`config.mk`:
```
export PLATFORM = sky130hd
export DESIGN_NAME = trng_entropy_arbiter_flat
export DESIGN_NICKNAME = d
export VERILOG_FILES = /design/src/rtl/trng_entropy_arbiter_if.sv /design/src/rtl/trng_entropy_arbiter.sv /design/src/flat_wrapper.sv
export SDC_FILE = /design/constraint.sdc
export NUM_CORES = 1
export LEC_CHECK = 0
export BUFFER_PORTS_ARGS = -buffer_cell sky130_fd_sc_hd__buf_2
export CAP_MARGIN = 30
export CORE_AREA = 2 2 241 243
export DETAILED_ROUTE_END_ITERATION = 12
export DIE_AREA = 0 0 243 245
export PLACE_DENSITY_LB_ADDON = 0.12
export RECOVER_POWER = 50
export SYNTH_ARGS = -nofsm -noshare
export SYNTH_HDL_FRONTEND = slang
export SYNTH_SLANG_ARGS = --single-unit
```
`constraint.sdc`:
```
create_clock -name clk -period 3.6 [get_ports clk]
set_input_delay 0.18 -clock clk [delete_from_list [all_inputs] [get_ports clk]]
set_output_delay 0.18 -clock clk [all_outputs]
set_load 0.05 [all_outputs]
```
`src/rtl/trng_entropy_arbiter_if.sv`:
```
// Source and block handshake bundle for the TRNG entropy arbiter.
// The arbiter connects through the slave modport; the source/consumer side uses master.
interface trng_entropy_arbiter_if;
    logic [2:0]   src_enabled;
    logic [2:0]   src_syn;
    logic [95:0]  src_data;
    logic [2:0]   src_ack;
    logic         block_syn;
    logic [511:0] block_data;
    logic         block_ack;

    modport slave (
        input  src_enabled,
        input  src_syn,
        input  src_data,
        input  block_ack,
        output src_ack,
        output block_syn,
        output block_data
    );

    modport master (
        output src_enabled,
        output src_syn,
        output src_data,
        output block_ack,
        input  src_ack,
        input  block_syn,
        input  block_data
    );
endinterface

```
`src/rtl/trng_entropy_arbiter.sv`:
```
// Round-robin collector of 32-bit entropy words from 3 sources into a 512-bit block.
// States: IDLE idle | COLLECT await eligible word | ACK one-cycle source ack | DONE block held for consumer
module trng_entropy_arbiter (
    input  logic                  clk,
    input  logic                  reset_n,
    input  logic                  enable,
    trng_entropy_arbiter_if.slave bus,
    output logic                  busy,
    output logic                  no_source
);

    typedef enum logic [1:0] {
        IDLE    = 2'd0,
        COLLECT = 2'd1,
        ACK     = 2'd2,
        DONE    = 2'd3
    } state_t;

    state_t         state_q, state_d;
    logic [4:0]     word_ctr_q, word_ctr_d;
    logic [1:0]     rr_ptr_q, rr_ptr_d;
    logic [511:0]   block_q, block_d;
    logic [2:0]     src_ack_q, src_ack_d;

    logic [2:0]     eligible;
    logic [2:0]     cand;
    logic           grant_vld;
    logic [1:0]     grant_idx;
    logic [31:0]    grant_word;

    always_ff @(posedge clk) begin
        if (!reset_n) begin
            state_q    <= IDLE;
            word_ctr_q <= 5'd0;
            rr_ptr_q   <= 2'd0;
            block_q    <= '0;
            src_ack_q  <= 3'b000;
        end else begin
            state_q    <= state_d;
            word_ctr_q <= word_ctr_d;
            rr_ptr_q   <= rr_ptr_d;
            block_q    <= block_d;
            src_ack_q  <= src_ack_d;
        end
    end

    // First eligible source scanning rr_ptr, rr_ptr+1, rr_ptr+2 (mod 3).
    always_comb begin
        eligible  = bus.src_syn & bus.src_enabled;
        cand      = 3'd0;
        grant_vld = 1'b0;
        grant_idx = 2'd0;
        for (int k = 0; k < 3; k++) begin
            cand = {1'b0, rr_ptr_q} + 3'(k);
            if (cand >= 3'd3) cand = cand - 3'd3;
            if (!grant_vld && eligible[cand[1:0]]) begin
                grant_vld = 1'b1;
                grant_idx = cand[1:0];
            end
        end
    end

    always_comb begin
        case (grant_idx)
            2'd0:    grant_word = bus.src_data[31:0];
            2'd1:    grant_word = bus.src_data[63:32];
            default: grant_word = bus.src_data[95:64];
        endcase
    end

    always_comb begin
        state_d    = state_q;
        word_ctr_d = word_ctr_q;
        rr_ptr_d   = rr_ptr_q;
        block_d    = block_q;
        src_ack_d  = 3'b000;
        case (state_q)
            IDLE: begin
                word_ctr_d = 5'd0;
                if (enable) state_d = COLLECT;
            end
            COLLECT: begin
                if (!enable) begin
                    state_d    = IDLE;
                    word_ctr_d = 5'd0;
                end else if (grant_vld) begin
                    block_d    = {block_q[479:0], grant_word};
                    word_ctr_d = word_ctr_q + 5'd1;
                    rr_ptr_d   = (grant_idx == 2'd2) ? 2'd0 : grant_idx + 2'd1;
                    src_ack_d  = 3'b001 << grant_idx;
                    state_d    = ACK;
                end
            end
            ACK: begin
                if (!enable) begin
                    state_d    = IDLE;
                    word_ctr_d = 5'd0;
                end else if (word_ctr_q == 5'd16) begin
                    state_d = DONE;
                end else begin
                    state_d = COLLECT;
                end
            end
            DONE: begin
                // Completed block survives enable=0 until the consumer takes it.
                if (bus.block_ack) begin
                    word_ctr_d = 5'd0;
                    state_d    = enable ? COLLECT : IDLE;
                end
            end
            default: state_d = IDLE;
        endcase
    end

    assign bus.src_ack    = src_ack_q;
    assign bus.block_syn  = (state_q == DONE);
    assign bus.block_data = block_q;
    assign busy           = (state_q != IDLE);
    assign no_source      = enable & ~|bus.src_enabled;

endmodule

```
`src/flat_wrapper.sv`:
```
// flat-port wrapper written by rule: the top's interface ports become plain ports
module trng_entropy_arbiter_flat 
  (clk, reset_n, enable, busy, no_source, bus_src_enabled, bus_src_syn, bus_src_data, bus_block_ack, bus_src_ack, bus_block_syn, bus_block_data);
  trng_entropy_arbiter_if bus_i ();
  input  logic clk;
  input  logic reset_n;
  input  logic enable;
  output logic busy;
  output logic no_source;
  input wire logic [$bits(bus_i.src_enabled)-1:0] bus_src_enabled;
  input wire logic [$bits(bus_i.src_syn)-1:0] bus_src_syn;
  input wire logic [$bits(bus_i.src_data)-1:0] bus_src_data;
  input wire logic [$bits(bus_i.block_ack)-1:0] bus_block_ack;
  output wire logic [$bits(bus_i.src_ack)-1:0] bus_src_ack;
  output wire logic [$bits(bus_i.block_syn)-1:0] bus_block_syn;
  output wire logic [$bits(bus_i.block_data)-1:0] bus_block_data;
  assign bus_i.src_enabled = bus_src_enabled;
  assign bus_i.src_syn = bus_src_syn;
  assign bus_i.src_data = bus_src_data;
  assign bus_i.block_ack = bus_block_ack;
  assign bus_src_ack = bus_i.src_ack;
  assign bus_block_syn = bus_i.block_syn;
  assign bus_block_data = bus_i.block_data;
  trng_entropy_arbiter u_core (.clk(clk), .reset_n(reset_n), .enable(enable), .bus(bus_i), .busy(busy), .no_source(no_source));
endmodule
```
Yosys cells after proc, flatten, opt, wreduce, memory -nomap -nowiden
Index checks and enable logic that the tools add are counted.
- flip-flop bits (word level): 524
- input bits: 106
- output and inout port bits: 518
- logic and storage cells: 74
- add/subtract/negate cells: 7
- magnitude comparators: 6
- equality and inequality tests: 10
- shifts and indexed selects: 1
- mux-type cells: 30
- bitwise gates (word level): 2
- reduce and logical (&&, ||, !) cells: 13
- operator list (kind ; count):
    case mux 32 bit (2 select lines) ; 1
    2-to-1 mux 2 bit ; 13
    2-to-1 mux 5 bit ; 4
    case mux 5 bit (4 select lines) ; 1
    < comparator 2 x 3 -> 1 bit (second input constant) ; 3
    AND reduction 3 bit ; 3
    case mux 2 bit (4 select lines) ; 1
    2-to-1 mux 1 bit ; 7
    binary-select mux 1 bit (select 2 bit) ; 3
    == test 2 bit (second input constant) ; 3
    >= comparator 3 x 2 -> 1 bit (second input constant) ; 2
    != test 2 bit (second input constant) ; 3
    subtractor 2 bit (second input constant) ; 3
    adder 5 x 1 -> 5 bit (second input constant) ; 1
    == test 5 bit (second input constant) ; 1
    == test 2 x 1 -> 1 bit (second input constant) ; 2
    zero test 2 bit ; 2
    AND reduction 4 bit ; 1
    adder 2 x 1 -> 3 bit (second input constant) ; 1
    adder 2 x 2 -> 3 bit (second input constant) ; 1
    bitwise AND 3 bit ; 1
    zero test 1 bit ; 3
    != test 3 x 2 -> 1 bit (second input constant) ; 1
    OR reduction 3 bit ; 1
    6 further kinds ; 7

Longest topological paths before layout
- depth in word-level cells: 14
- depth in mapped cells: 11
- gate-level depth less buffers: 7

Least setup slack after synthesis
OpenSTA, ideal clock, no wires.
- path type: reg-to-reg
- start point: register u_core.rr_ptr_q[0]
- end point: register u_core.block_q[10] (netlist: u_core.bus.block_data[10])
- library setup time: 89 ps
- data arrival time: 2176 ps
- data required time: 3511 ps
- setup slack: 1335 ps
- cell stages (with the launch flop): 11
- path buffers: 3
- clock period less this slack: 2265 ps
- path through: dfxtp_1 -> inv_1 -> ha_1 -> buf_2 -> inv_1 -> o211ai_1 -> a211oi_4 -> buf_6 -> nor2_2 -> buf_6 -> a311oi_2
- cells in the longest elaborated chain, start to end: 13
- elaborated cells on any way between the ends: 31
- those cells by class: 5 x add/sub; 3 x order compare; 1 x eq/ne; 16 x mux; 6 x reduce/logical
- ends and longest elaborated chain (element ; RTL line ; text):
    start, declared ; trng_entropy_arbiter.sv:21 ; logic [1:0] rr_ptr_q, rr_ptr_d;
    start signal, assigned ; trng_entropy_arbiter.sv:41 ; rr_ptr_q <= rr_ptr_d;
    parallel branches: the longest is 13 deep, another holds adder 2 x 1 -> 3 bit ; -- ;
    end signal, assigned ; trng_entropy_arbiter.sv:42 ; block_q <= block_d;
    end, declared ; trng_entropy_arbiter.sv:22 ; logic [511:0] block_q, block_d;
Several ways; the timed one is not identified. The select of a mux whose other input is x is not followed.
A chain may end at the register's enable or synchronous reset.

Worst setup path after layout
- start point: register u_core.rr_ptr_q[1]
- end point: register u_core.block_q[22] (netlist: u_core.bus.block_data[22])
Same word-level chain as after synthesis.

==> results.py <==
metrics = {
    "status": {
        "status": "finished, final reports clean",
    },
    "synth": {
        "async_reset_ff_share_pct": 0,
        "synth_seq_area_share_pct": 50.3,
        "synthDominantCellAreaShare_pct": 50.3,
        "synth_ff_type": "dfxtp_1",
        "synth_edf_count": 0,
        "synth-warning-count": 0,
        "syn_area_sq_um": 20800,
        "ys_top_cells_by_area": "dfxtp_1 50%, a21oi_1 13%, o21ai_0 12%, nand3_1 12%, clkbuf_1 2.6%",
        "syn_area_per_cell_sq_um": 8.37,
        "syn-num-nets": 2603,
        "yosysTopAreaCell": "dfxtp_1",
        "synth_cells": 2492,
        "synth-seq-cells": 524,
        "synth_cell_types": 51,
    },
    "worst_setup_path": {
        "cp-start-kind": "register",
        "reg2reg_depth": 9,
        "crit_fanout": 20,
        "worstPathRequired_ns": 4.14,
        "crit_type": "register to register",
        "cp.arrival_ns": 3.73,
        "crit_path_end_kind": "register",
    },
    "drt": {
        "viasPerCell": 5.60,
        "drt_first_pass_iters": 6,
        "drt_iter0_drc": 2197,
        "detail_route.wl_per_cell_um": 21.5,
        "highest_layer": "met4",
        "wl_met2_um": 39700,
        "wl_met3_um": 6020,
        "finalWirelength_um": 81400,
        "route.detailed.drc": 0,
        "num_vias": 21238,
        "ant_nets": 0,
        "wl_met1_um": 32900,
    },
    "global_routing": {
        "first_global_vias": 19834,
        "grt_pass1_wl_um": 121000,
        "grt_max_degree": 213,
        "grt_util_all_layers_pct": 25.6,
        "antenna_found_initial": 0,
        "grt_overflow": 0,
    },
    "floorplanning": {
        "start_util_pct": 36.6,
        "die-area_sq_um": 59500,
        "core-area_sq_um": 57000,
        "std_cell_rows": 88,
        "fp.dieW_um": 243,
        "ioPinCount": 624,
        "fp.dieH_um": 245,
    },
    "flow_run": {
        "drv_cap": 0,
    },
    "final_layout": {
        "ff_latch_area_sq_um": 10500,
        "fin_nets": 3095,
        "num-fill-cells": 6034,
        "drive_gt1_share_pct": 9.91,
        "diodes": 0,
        "mostFrequentLayoutCells": "540 x clkbuf_1, 526 x a21oi_1, 524 x dfxtp_1",
        "final_common_cell": "clkbuf_1",
        "syn2layout_area_growth_pct": 24.8,
        "multi_input_area_sq_um": 9050,
    },
    "sta": {
        "slew_viol_final": 0,
        "rsz0062_at_grt": "no",
        "finalClockSkew_ns": 0.0225,
        "min_period_ns": 3.19,
        "fin_crit_sh_pct": 88.5,
        "finalHoldViolations": 0,
        "slew_headroom_pct": 4.90,
        "setup_viol": 0,
        "fin_hold_ws_ns": 0.0380,
        "tightestPinTransition_ns": 1.42,
        "clock.fmax_ghz": 0.314,
        "tns_ns": 0,
    },
    "min_path": {
        "min_path_type": "input pin to register",
        "whs_path_depth": 3,
    },
    "clock_tree": {
        "cts_root_buf": "clkbuf_16",
        "htreeDepth": 2,
        "cts_tree": "built",
        "clock_path_buffers": 3,
        "cts_made_buffers": 56,
        "clk_pin_slew_ns": 0.06,
        "clock_sinks": 524,
        "clk-insertion-delay-late_ns": 0.61,
    },
    "placement": {
        "portBuffers": 623,
        "hpwlAfterDp_um": 55000,
        "gp_congestion": 0.884,
    },
    "power": {
        "p_leak_nw": 8.15,
        "ir_worst_vdd_mv": 0.416,
        "power_density_nw_per_um2": 495,
    },
}
worst max-delay path, cell delays in order, from the launching register on:
cell	delay (ns)
dfxtp_1	0.34
inv_1	0.06
ha_1	0.41
nand3b_1	0.23
a21oi_1	0.13
a211oi_4	0.68
buf_4	0.32
a22oi_1	0.11
a311oi_2	0.24
dlygate4sd3_1	0.59
synthesized netlist by cell type (5+ instances only):
| cell | count |
|---|---|
| a21oi_1 | 526 |
| dfxtp_1 | 524 |
| o21ai_0 | 488 |
| nand3_1 | 484 |
| clkbuf_1 | 143 |
| buf_2 | 58 |
| buf_1 | 50 |
| clkbuf_2 | 40 |
| a22oi_1 | 32 |
| a311oi_2 | 30 |
| or3b_2 | 20 |
| or3b_1 | 12 |
| buf_6 | 8 |
| inv_1 | 7 |
| nand2_1 | 7 |
| nor2_1 | 6 |
| ha_1 | 5 |
power breakdown:
group | switching (mW) | total (mW) | internal, mW
Sequential | 0.0270 | 5.85 | 5.82
Combinational | 0.998 | 1.32 | 0.319
Clock | 2.42 | 5.72 | 3.30
Total | 3.45 | 12.9 | 9.44
registers in the layout, summed over array words and instances (netlist names):
signal                 cells
u_core.bus.block_data    512
u_core.word_ctr_q          5
u_core.bus.src_ack         3
u_core.rr_ptr_q            2
u_core.state_q             2
repair_timing:
action,4_1_cts,5_1_grt
setup endpoints to repair,0,2
hold buffers,60,0
endpoints found under the hold margin,36,0
buffers inserted,0,0
gates resized for setup,0,1
through the flow:
stage	utilization [%]	instance area, sq um	instances	total power [mW]	setup WS (ns)
after floorplan	-	20800	2492	6.87	1.34
after global routing	45.6	26000	3793	13.3	0.109
final	45.6	26000	3793	12.9	0.413
after global placement	42.6	24300	3631	7.23	0.724
after detailed placement	42.6	24300	3631	7.24	0.650
after CTS	46.8	26700	3793	13.0	0.239
kinds of logic (layout without fill, tap and decap cells):
kind of cell	after synthesis	count (layout)	synth area share [%]
buffers and inverters	308	844	6.44
AND/OR/NAND/NOR	556	556	14.2
flip-flops	524	524	50.3
AO/OA/AOI/OAI	1098	1098	28.7
adder cells (fa/ha/maj)	6	6	0.348
per-layer routing:
metal  vias up  GRT usage (%)
li1      10034              -
met1     10367           31.8
met2       699           43.2
met3       138           6.36
met4         0           8.86
met5         -              0
final timing paths:
check / startpoint / to / slack (ns)
setup / recovery: u_core.rr_ptr_q[1]$_SDFFE_PN0P_ / u_core.bus.block_data[22]$_SDFFE_PN0P_ / 0.41
setup reg to reg: u_core.rr_ptr_q[1]$_SDFFE_PN0P_ / u_core.bus.block_data[22]$_SDFFE_PN0P_ / 0.41
hold reg to reg: u_core.bus.block_data[498]$_SDFFE_PN0P_ / u_core.bus.block_data[498]$_SDFFE_PN0P_ / 0.47
hold / removal: bus_src_data[72] / u_core.bus.block_data[8]$_SDFFE_PN0P_ / 0.04
final cells by class:
| type | instances | area share, % |
|---|---|---|
| multi-input cells | 1660 | 34.8 |
| repair buffers | 734 | 14.1 |
| flip-flops and latches | 524 | 40.3 |
| inverters | 8 | 0.144 |
| clock inverters | 8 | 0.327 |
| well taps | 765 | 3.68 |
| clock buffers | 94 | 6.59 |
Note: power is estimated with default switching activity, not from simulation.
